<file path="src/rtl/sensor_mode_ctrl.sv">
`default_nettype none
// ============================================================================
// Module      : sensor_mode_ctrl
// Description : Night-mode traffic controller. Main street rests on green.
//               Latched side-street requests are served round-robin through
//               a yellow / all-red / green / yellow / all-red sequence timed
//               by a one-second tick prescaler, with a pedestrian walk
//               countdown shown during side green.
// Revision    : 1.0 - initial release
// ============================================================================
module sensor_mode_ctrl #(
  parameter int N_SIDE     = 2,
  parameter int TICK_DIV   = 50_000_000,
  parameter int MIN_GREEN  = 10,
  parameter int SIDE_GREEN = 8,
  parameter int YELLOW     = 3,
  parameter int ALL_RED    = 1,
  parameter int WALK_TIME  = 9
) (
  input  logic                  CLOCK,
  input  logic                  RESET,
  input  logic                  enable_sensor_mode,
  input  logic [N_SIDE-1:0]     sensor,
  output logic [2:0]            main_light,
  output logic [3*N_SIDE-1:0]   side_light,
  output logic                  walk_active,
  output logic [3:0]            walk_digit,
  output logic [N_SIDE-1:0]     pending,
  output logic [2:0]            phase
);

  // Widths sized from the longest duration, the prescaler period and N_SIDE
  localparam int MAX_A   = (MIN_GREEN > SIDE_GREEN) ? MIN_GREEN : SIDE_GREEN;
  localparam int MAX_B   = (YELLOW > ALL_RED) ? YELLOW : ALL_RED;
  localparam int MAX_DUR = (MAX_A > MAX_B) ? MAX_A : MAX_B;
  localparam int TW      = (MAX_DUR > 1) ? $clog2(MAX_DUR) : 1;
  localparam int PW      = $clog2(TICK_DIV);
  localparam int SW      = (N_SIDE > 1) ? $clog2(N_SIDE) : 1;

  localparam logic [PW-1:0] PRESC_MAX     = PW'(TICK_DIV - 1);
  localparam logic [TW-1:0] MIN_GREEN_LD  = TW'(MIN_GREEN - 1);
  localparam logic [TW-1:0] SIDE_GREEN_LD = TW'(SIDE_GREEN - 1);
  localparam logic [TW-1:0] YELLOW_LD     = TW'(YELLOW - 1);
  localparam logic [TW-1:0] ALL_RED_LD    = TW'(ALL_RED - 1);
  localparam logic [3:0]    WALK_START    = 4'(WALK_TIME);

  // One-hot light encodings {R,Y,G}
  localparam logic [2:0] LIGHT_R = 3'b100;
  localparam logic [2:0] LIGHT_Y = 3'b010;
  localparam logic [2:0] LIGHT_G = 3'b001;

  typedef enum logic [2:0] {
    ST_MAIN_GREEN  = 3'd0,
    ST_MAIN_YELLOW = 3'd1,
    ST_ALL_RED_A   = 3'd2,
    ST_SIDE_GREEN  = 3'd3,
    ST_SIDE_YELLOW = 3'd4,
    ST_ALL_RED_B   = 3'd5
  } state_e;

  state_e                state_q, state_d;
  logic [TW-1:0]         timer_q, timer_d;
  logic [PW-1:0]         presc_q, presc_d;
  logic                  min_done_q, min_done_d;
  logic [N_SIDE-1:0]     pending_q, pending_d;
  logic [SW-1:0]         served_q, served_d;
  logic [SW-1:0]         last_served_q, last_served_d;
  logic [2:0]            main_light_q, main_light_d;
  logic [3*N_SIDE-1:0]   side_light_q, side_light_d;
  logic                  walk_active_q, walk_active_d;
  logic [3:0]            walk_digit_q, walk_digit_d;

  logic                  tick;
  logic                  expire;
  logic [SW-1:0]         rr_pick;
  logic                  rr_found;
  int                    rr_idx;

  assign tick = (presc_q == PRESC_MAX);

  // Round-robin pick: first pending approach after last_served, wrapping
  always_comb begin
    rr_pick  = last_served_q;
    rr_found = 1'b0;
    rr_idx   = 0;
    for (int i = 0; i < N_SIDE; i++) begin
      rr_idx = int'(last_served_q) + 1 + i;
      if (rr_idx >= N_SIDE) rr_idx = rr_idx - N_SIDE;
      for (int k = 0; k < N_SIDE; k++) begin
        if (!rr_found && (k == rr_idx) && pending_q[k]) begin
          rr_pick  = SW'(k);
          rr_found = 1'b1;
        end
      end
    end
  end

  // Next state, timers, request latches and registered-output values
  always_comb begin
    state_d       = state_q;
    timer_d       = timer_q;
    presc_d       = presc_q;
    min_done_d    = min_done_q;
    pending_d     = pending_q;
    served_d      = served_q;
    last_served_d = last_served_q;
    main_light_d  = main_light_q;
    side_light_d  = side_light_q;
    walk_active_d = walk_active_q;
    walk_digit_d  = walk_digit_q;
    expire        = 1'b0;

    // With the block disabled every register simply holds
    if (enable_sensor_mode) begin
      presc_d = tick ? '0 : presc_q + 1'b1;
      expire  = tick && (timer_q == '0);
      if (tick && (timer_q != '0)) timer_d = timer_q - 1'b1;

      case (state_q)
        ST_MAIN_GREEN: begin
          if (expire) min_done_d = 1'b1;
          // The expiring tick itself already counts as minimum green done
          if ((min_done_q || expire) && (pending_q != '0)) begin
            state_d  = ST_MAIN_YELLOW;
            timer_d  = YELLOW_LD;
            served_d = rr_pick;
          end
        end
        ST_MAIN_YELLOW: begin
          if (expire) begin
            state_d = ST_ALL_RED_A;
            timer_d = ALL_RED_LD;
          end
        end
        ST_ALL_RED_A: begin
          if (expire) begin
            state_d = ST_SIDE_GREEN;
            timer_d = SIDE_GREEN_LD;
          end
        end
        ST_SIDE_GREEN: begin
          if (expire) begin
            state_d = ST_SIDE_YELLOW;
            timer_d = YELLOW_LD;
          end
        end
        ST_SIDE_YELLOW: begin
          if (expire) begin
            state_d       = ST_ALL_RED_B;
            timer_d       = ALL_RED_LD;
            last_served_d = served_q;
          end
        end
        ST_ALL_RED_B: begin
          if (expire) begin
            state_d    = ST_MAIN_GREEN;
            timer_d    = MIN_GREEN_LD;
            min_done_d = 1'b0;
          end
        end
        default: begin
          state_d    = ST_MAIN_GREEN;
          timer_d    = MIN_GREEN_LD;
          min_done_d = 1'b0;
        end
      endcase

      // Every state gets a full tick period for its first tick
      if (state_d != state_q) presc_d = '0;

      // Served request clears on side-green entry; a new sensor hit wins
      if ((state_d == ST_SIDE_GREEN) && (state_q != ST_SIDE_GREEN)) begin
        for (int k = 0; k < N_SIDE; k++) begin
          if (SW'(k) == served_q) pending_d[k] = 1'b0;
        end
      end
      pending_d = pending_d | sensor;

      // Lights follow the next state so they change with the phase
      if (state_d == ST_MAIN_GREEN)       main_light_d = LIGHT_G;
      else if (state_d == ST_MAIN_YELLOW) main_light_d = LIGHT_Y;
      else                                main_light_d = LIGHT_R;

      for (int k = 0; k < N_SIDE; k++) begin
        side_light_d[3*k +: 3] = LIGHT_R;
        if (SW'(k) == served_d) begin
          if (state_d == ST_SIDE_GREEN)       side_light_d[3*k +: 3] = LIGHT_G;
          else if (state_d == ST_SIDE_YELLOW) side_light_d[3*k +: 3] = LIGHT_Y;
        end
      end

      // Walk countdown: load on green entry, count down per tick, floor at 0
      walk_active_d = (state_d == ST_SIDE_GREEN);
      if (state_d != ST_SIDE_GREEN)
        walk_digit_d = 4'd0;
      else if (state_q != ST_SIDE_GREEN)
        walk_digit_d = WALK_START;
      else if (tick && (walk_digit_q != 4'd0))
        walk_digit_d = walk_digit_q - 4'd1;
    end
  end

  // Register bank for controller state and all outputs
  always_ff @(posedge CLOCK or posedge RESET) begin
    if (RESET) begin
      state_q       <= ST_MAIN_GREEN;
      timer_q       <= MIN_GREEN_LD;
      presc_q       <= '0;
      min_done_q    <= 1'b0;
      pending_q     <= '0;
      served_q      <= '0;
      last_served_q <= SW'(N_SIDE - 1);
      main_light_q  <= LIGHT_G;
      side_light_q  <= {N_SIDE{LIGHT_R}};
      walk_active_q <= 1'b0;
      walk_digit_q  <= 4'd0;
    end else begin
      state_q       <= state_d;
      timer_q       <= timer_d;
      presc_q       <= presc_d;
      min_done_q    <= min_done_d;
      pending_q     <= pending_d;
      served_q      <= served_d;
      last_served_q <= last_served_d;
      main_light_q  <= main_light_d;
      side_light_q  <= side_light_d;
      walk_active_q <= walk_active_d;
      walk_digit_q  <= walk_digit_d;
    end
  end

  assign main_light  = main_light_q;
  assign side_light  = side_light_q;
  assign walk_active = walk_active_q;
  assign walk_digit  = walk_digit_q;
  assign pending     = pending_q;
  assign phase       = state_q;

endmodule
`default_nettype wire

</file>
<file path="config.mk">
export PLATFORM = sky130hd
export DESIGN_NAME = sensor_mode_ctrl
export DESIGN_NICKNAME = d
export VERILOG_FILES = /design/src/rtl/sensor_mode_ctrl.sv
export SDC_FILE = /design/constraint.sdc
export NUM_CORES = 1
export LEC_CHECK = 0
export ABC_AREA = 1
export BUFFER_PORTS_ARGS = -buffer_cell sky130_fd_sc_hd__buf_2
export CAP_MARGIN = 20
export CORE_AREA = 8 8 102 104
export DETAILED_ROUTE_END_ITERATION = 12
export DIE_AREA = 0 0 110 112
export GPL_TIMING_DRIVEN = 0
export HOLD_SLACK_MARGIN = 0.15
export PLACE_DENSITY = 0.52
export REMOVE_ABC_BUFFERS = 1
export SETUP_SLACK_MARGIN = 0.2
export SLEW_MARGIN = 10
export SYNTH_ARGS = -nofsm -noshare
export SYNTH_HDL_FRONTEND = slang
export SYNTH_SLANG_ARGS = --single-unit
</file>
<file path="constraint.sdc">
create_clock -name CLOCK -period 4.9 [get_ports CLOCK]
set_input_delay 0.49 -clock CLOCK [delete_from_list [all_inputs] [get_ports CLOCK]]
set_output_delay 0.49 -clock CLOCK [all_outputs]
set_load 0.01 [all_outputs]
</file>
# Word level (Yosys, flattened, before mapping)

Index checks and enable logic that the tools add are counted.

Mux-type cells: 45
Add/subtract/negate cells: 7
Reductions and logical operators: 30
Eq/ne operators: 16
Bitwise logic cells: 2
Order comparisons: 2

Operators by type and width:

| cell                                                               | count |
|---|---|
| equality test 2 x 32 -> 1 bit, first input constant                | 2 |
| logical NOT 32 bit                                                 | 2 |
| 2-to-1 mux 32 bit                                                  | 2 |
| 2-to-1 mux 26 bit                                                  | 2 |
| 2-to-1 mux 3 bit                                                   | 13 |
| 2-to-1 mux 4 bit                                                   | 9 |
| greater-or-equal comparator 32 x 3 -> 1 bit, second input constant | 1 |
| subtractor 32 x 3 -> 32 bit, second input constant                 | 1 |
| adder 26 x 1 -> 26 bit, second input constant                      | 1 |
| equality test 26 bit, second input constant                        | 1 |
| case mux 4 bit (5 select lines)                                    | 1 |
| case mux 3 bit (6 select lines)                                    | 1 |
| 2-to-1 mux 1 bit                                                   | 14 |
| logical AND 1 bit                                                  | 12 |
| equality test 3 x 2 -> 1 bit, second input constant                | 3 |
| equality test 3 bit, second input constant                         | 3 |
| nonzero test 4 bit                                                 | 2 |
| subtractor 4 x 1 -> 4 bit, second input constant                   | 2 |
| equality test 3 x 1 -> 1 bit, second input constant                | 2 |
| logical NOT 3 bit                                                  | 2 |
| inequality test 3 x 2 -> 1 bit, second input constant              | 2 |
| logical NOT 4 bit                                                  | 1 |
| 2-to-1 mux 2 bit                                                   | 2 |
| inequality test 2 bit, second input constant                       | 2 |
| other kinds (17)                                                   | 19 |

Input bits: 5
Bits in registers: 52
Word-level logic and storage cells: 113
Output and inout port bits: 19

# Depth between registers and ports, before layout

Depth in word-level cells: 22
Mapped depth: 14
Mapped depth without buffers: 14

# Worst setup path before layout

No wires, ideal clock.

Kind: reg-to-reg
Start: register presc_q[0]
End: register presc_q[15]
Buffers on the path: 2
Clock period less this slack: 1.909 ns
Data required time: 4.777 ns
Arrival time: 1.785 ns
Setup slack: 2.991 ns
Stages on the path, launching flop included: 15
Library setup time: 0.123 ns
Cell sequence: dfrtp_1 > ha_1 > nand2_1 > nor2_4 > inv_2 > nor2_2 > nand3_1 > buf_6 > nand2_1 > nand2_1 > nand2_4 > o21bai_4 > nand2_4 > buf_6 > o21ai_2

Longest elaborated chain between the ends: 9
Elaborated cells on any way between the ends: 16
Those cells by class: add/sub: 1; eq/ne: 2; mux: 10; reduce/logical: 3

RTL lines:

| element                         | line | text |
|---|---|---|
| start, declared                 | 63   | `logic [PW-1:0] presc_q, presc_d;` |
| start signal, assigned          | 220  | `presc_q <= presc_d;` |
| equality test 26 bit            | 79   | `assign tick = (presc_q == PRESC_MAX);` |
| logical AND 1 bit               | 116  | `expire = tick && (timer_q == '0);` |
| logical OR 1 bit                | 123  | `if ((min_done_q \|\| expire) && (pending_q != '0)) begin` |
| logical AND 1 bit               | 123  |  |
| 2-to-1 mux 3 bit                | 123  |  |
| case mux 3 bit (6 select lines) | 119  | `case (state_q)` |
| 2-to-1 mux 3 bit                | 114  | `if (enable_sensor_mode) begin` |
| inequality test 3 bit           | 169  | `if (state_d != state_q) presc_d = '0;` |
| 2-to-1 mux 26 bit *             | 169  |  |

Mark *: on every way between the ends. The rest lies on a longest branch, timed or not. The select of a mux whose other input is x is not followed.
A chain may end at the register's enable or synchronous reset.

# Final worst setup path

Start: register presc_q[1]
End: register presc_q[21]

Same word-level chain as after synthesis.

==> flow_summary.yaml <==
logic_synthesis:
  syn-cell-area_um2: 3260
  synth_edf_count: 0
  yosysSeqAreaShare_pct: 40.1
  synth_cell_type_count: 34
  ys_dominant_reg_cell: "dfrtp_1"
  synth_warnings: 0
  ys_async_sr_fraction_pct: 100
  syn_avg_cell_area_um2: 7.57
  ys_seq_elements: 52
  synthCells: 431
power:
  swShare_pct: 38.3
  p_comb_share_pct: 33.5
  netSwitchingPower_uw: 503
  p_leak_nw: 1.61
  p_clk_share_pct: 23.4
  ir_drop_v: 0.000159
  p_seq_share_pct: 43.1
  power_density_nw_per_um2: 366
  p_int_uw: 809
critical_path:
  setup.worst_path.start: "presc_q[1]$_DFFE_PP0P_"
  regToRegSetupSlack_ns: 2.13
  worstPathRequired_ns: 5.08
  worstRegToRegCells: 12
  crit_fanout: 25
  crit_path_start_kind: "flop"
  cp.arrival_ns: 2.95
  worstSetupPathType: "flop to flop"
  worstReg2RegStart: "presc_q[1]$_DFFE_PP0P_"
  critical_path.endpoint: "presc_q[21]$_DFFE_PP0P_"
  timing.rr.end: "presc_q[21]$_DFFE_PP0P_"
  crit_path_end_kind: "flop"
routing:
  drt_first_pass_iters: 4
  wire_per_inst_um: 13.3
  num_vias: 2719
  wl_mm: 7.50
  final_antenna_net_count: 0
  drtIter0Drc: 95
  vias_per_cell: 4.83
  drc: 0
sta:
  fmax_ghz: 0.361
  setup_viol: 0
  rsz0062_at_grt: "no"
  hold_viol: 0
  finalCritPeriodShare_pct: 56.6
  fin_setup_tns_ns: 0
  period_minus_slack_ns: 2.77
  finalMaxSlewViolations: 0
  final.setup_skew_ns: 0.00964
  relSlewSlack_pct: 55.8
  setup_ws_ns: 2.13
  worst_pin_slew_ns: 0.662
cts:
  cts_resized: 0
  clock_sinks: 52
  insertion_delay_ns: 0.31
  clock_path_buffers: 2
  clk_root_buffer_cell: "clkbuf_8"
  htreeDepth: 2
  hold_buffers: 0
  numCtsBuffers: 5
  cts_tree: "built"
  cts.reportedPaths.clkPinSlew_ns: 0.10
  post_cts_buffers: 0
placement:
  gp_congestion: 0.807
  hpwl_mm: 5.58
  pre_cts_ws_ns: 2.11
  numPortBuffers: 23
floorplanning:
  start_util_pct: 36.7
  fp-row-count: 35
  die-width_um: 110
  die_h_um: 112
  core_um2: 8890
  dieArea_um2: 12300
  num_io_pins: 24
global_route:
  grt_max_degree: 38
  gr-total-overflow: 0
  antenna_found_initial: 0
  grt_pass1_vias: 2784
  grt_pass1_wl_mm: 13.1
  grt.total_usage_pct: 12.9
finish:
  nets: 461
  syn2layout_area_growth_pct: 9.89
  drive_gt1_share_pct: 16.4
  num_antenna_cells: 0
flow_run:
  max_cap_viol_count: 0
min_path:
  worstHoldPathType: "primary input to asynchronous set/reset pin"
status:
  status: "finished, final reports clean"
## routing by layer
metal,global-route usage (%),share of wire (%),up-vias
met2,21.9,49,31
met3,2.89,2.9,6
li1,-,-,1431
met5,0,0,-
met1,16.1,48,1251
met4,2.97,0.91,0
## sequential cells by signal (all words and copies together), names as in the netlist
name           cells
pending            2
main_light         3
served_q           1
presc_q           26
min_done_q         1
timer_q            4
walk_digit         4
last_served_q      1
walk_active        1
phase              3
side_light         6
## cells in the mapped netlist (3+ instances only)
cell type,count,share of area (%)
clkbuf_1,6,0.69
ha_1,5,1.9
nand3_1,31,4.8
buf_6,3,1.0
dfstp_2,6,4.8
nor2_2,5,0.96
nand2_1,122,14
nor3_1,12,1.8
xor2_1,17,4.6
xnor2_1,7,1.9
o21ai_0,33,5.1
inv_1,45,5.2
a21oi_1,5,0.77
nand4_1,10,1.9
dfrtp_1,46,35
nor2_1,34,3.9
o21ai_2,19,5.1
## worst max-delay path, stage by stage (launching register included)
cell	delay [ns]
dfrtp_1	0.40
ha_1	0.23
nand2_1	0.10
nor2_4	0.15
inv_2	0.05
nor2_2	0.14
nand3_1	0.40
nand2_1	0.25
nand3_1	0.19
nand2_2	0.18
o21bai_4	0.08
nand2_4	0.33
o21ai_0	0.14
## cell families (layout without fill, tap and decap cells)
| kind of cell | count (synthesis) | count (layout) | synth area share (%) |
|---|---|---|---|
| adder cells (fa/ha/maj) | 5 | 5 | 1.92 |
| buffers and inverters | 58 | 79 | 7.44 |
| AND/OR/NAND/NOR | 226 | 226 | 30.8 |
| AO/OA/AOI/OAI | 66 | 66 | 13.3 |
| flip-flops | 52 | 52 | 40.1 |
| XOR/XNOR | 24 | 24 | 6.44 |
## power groups by stage
| stage | registers [mW] | clock network (mW) | logic [mW] |
|---|---|---|---|
| floorplan | 0.574 | 0 | 0.314 |
| global placement | 0.573 | 0 | 0.439 |
| detailed placement | 0.572 | 0 | 0.447 |
| CTS | 0.565 | 0.320 | 0.450 |
| global route | 0.576 | 0.332 | 0.509 |
| finish | 0.565 | 0.307 | 0.440 |
## layout by cell type, fill, tap and decap left out
| cell type | synthesis | routed |
|---|---|---|
| inv_1 | 45 | 44 |
| a21oi_2 | 1 | 1 |
| and3_1 | 2 | 2 |
| dfstp_2 | 6 | 6 |
| o21ai_1 | 1 | 1 |
| o21bai_4 | 1 | 1 |
| xnor2_1 | 7 | 7 |
| nand2_8 | 1 | 1 |
| xor2_1 | 17 | 17 |
| o21ai_0 | 33 | 33 |
| nor2_4 | 2 | 2 |
| clkbuf_8 | 0 | 5 |
| buf_2 | 2 | 23 |
| inv_6 | 0 | 1 |
| nor4_1 | 1 | 1 |
| o31ai_1 | 2 | 2 |
| buf_12 | 0 | 1 |
| dfrtp_1 | 46 | 46 |
| inv_2 | 2 | 3 |
| nand4_1 | 10 | 10 |
| o21ai_2 | 19 | 19 |
| ha_1 | 5 | 5 |
| nand2_4 | 2 | 2 |
| nand3_1 | 31 | 31 |
| bufinv_16 | 0 | 1 |
| a21oi_1 | 5 | 5 |
| nor2_2 | 5 | 5 |
| nand2_1 | 122 | 122 |
| nand3b_1 | 1 | 1 |
| nor3_1 | 12 | 12 |
| a21boi_0 | 1 | 1 |
| nor3b_1 | 1 | 1 |
| nand2_2 | 2 | 2 |
| o211ai_1 | 2 | 2 |
| o21a_1 | 1 | 1 |
| clkinvlp_4 | 0 | 1 |
| nor2_1 | 34 | 34 |
## layout make-up
| class | instances | area, µm² |
|---|---|---|
| flip-flops and latches | 52 | 1310 |
| clock buffers | 5 | 68.8 |
| clock inverters | 3 | 46.3 |
| well taps | 111 | 139 |
| multi-input cells | 321 | 1710 |
| inverters | 47 | 176 |
| fillers | 933 | 5300 |
| repair buffers | 24 | 135 |
## per-stage QoR
stage               hold WS, ns  cell area [µm²]  total power, mW  cells  utilization (%)
floorplan                 0.453             3200            0.888    420                -
global placement          0.462             3450             1.01    554             38.8
detailed placement        0.465             3470             1.02    555             39.1
CTS                       0.201             3590             1.34    563             40.4
global route              0.223             3590             1.42    563             40.4
finish                    0.189             3590             1.31    563             40.4
## worst min path at each step
stage,endpoint,start,depth (start not counted)
3_5_place_dp,main_light[2]$_DFFE_PP0P_,main_light[2]$_DFFE_PP0P_,2
3_3_place_gp,main_light[2]$_DFFE_PP0P_,main_light[2]$_DFFE_PP0P_,2
4_1_cts,main_light[2]$_DFFE_PP0P_,RESET,2
5_1_grt,main_light[2]$_DFFE_PP0P_,RESET,2
6_report,main_light[2]$_DFFE_PP0P_,RESET,2
2_1_floorplan,min_done_q$_DFFE_PP0P_,min_done_q$_DFFE_PP0P_,2
No activity file was read; power rests on OpenSTA's default activity.
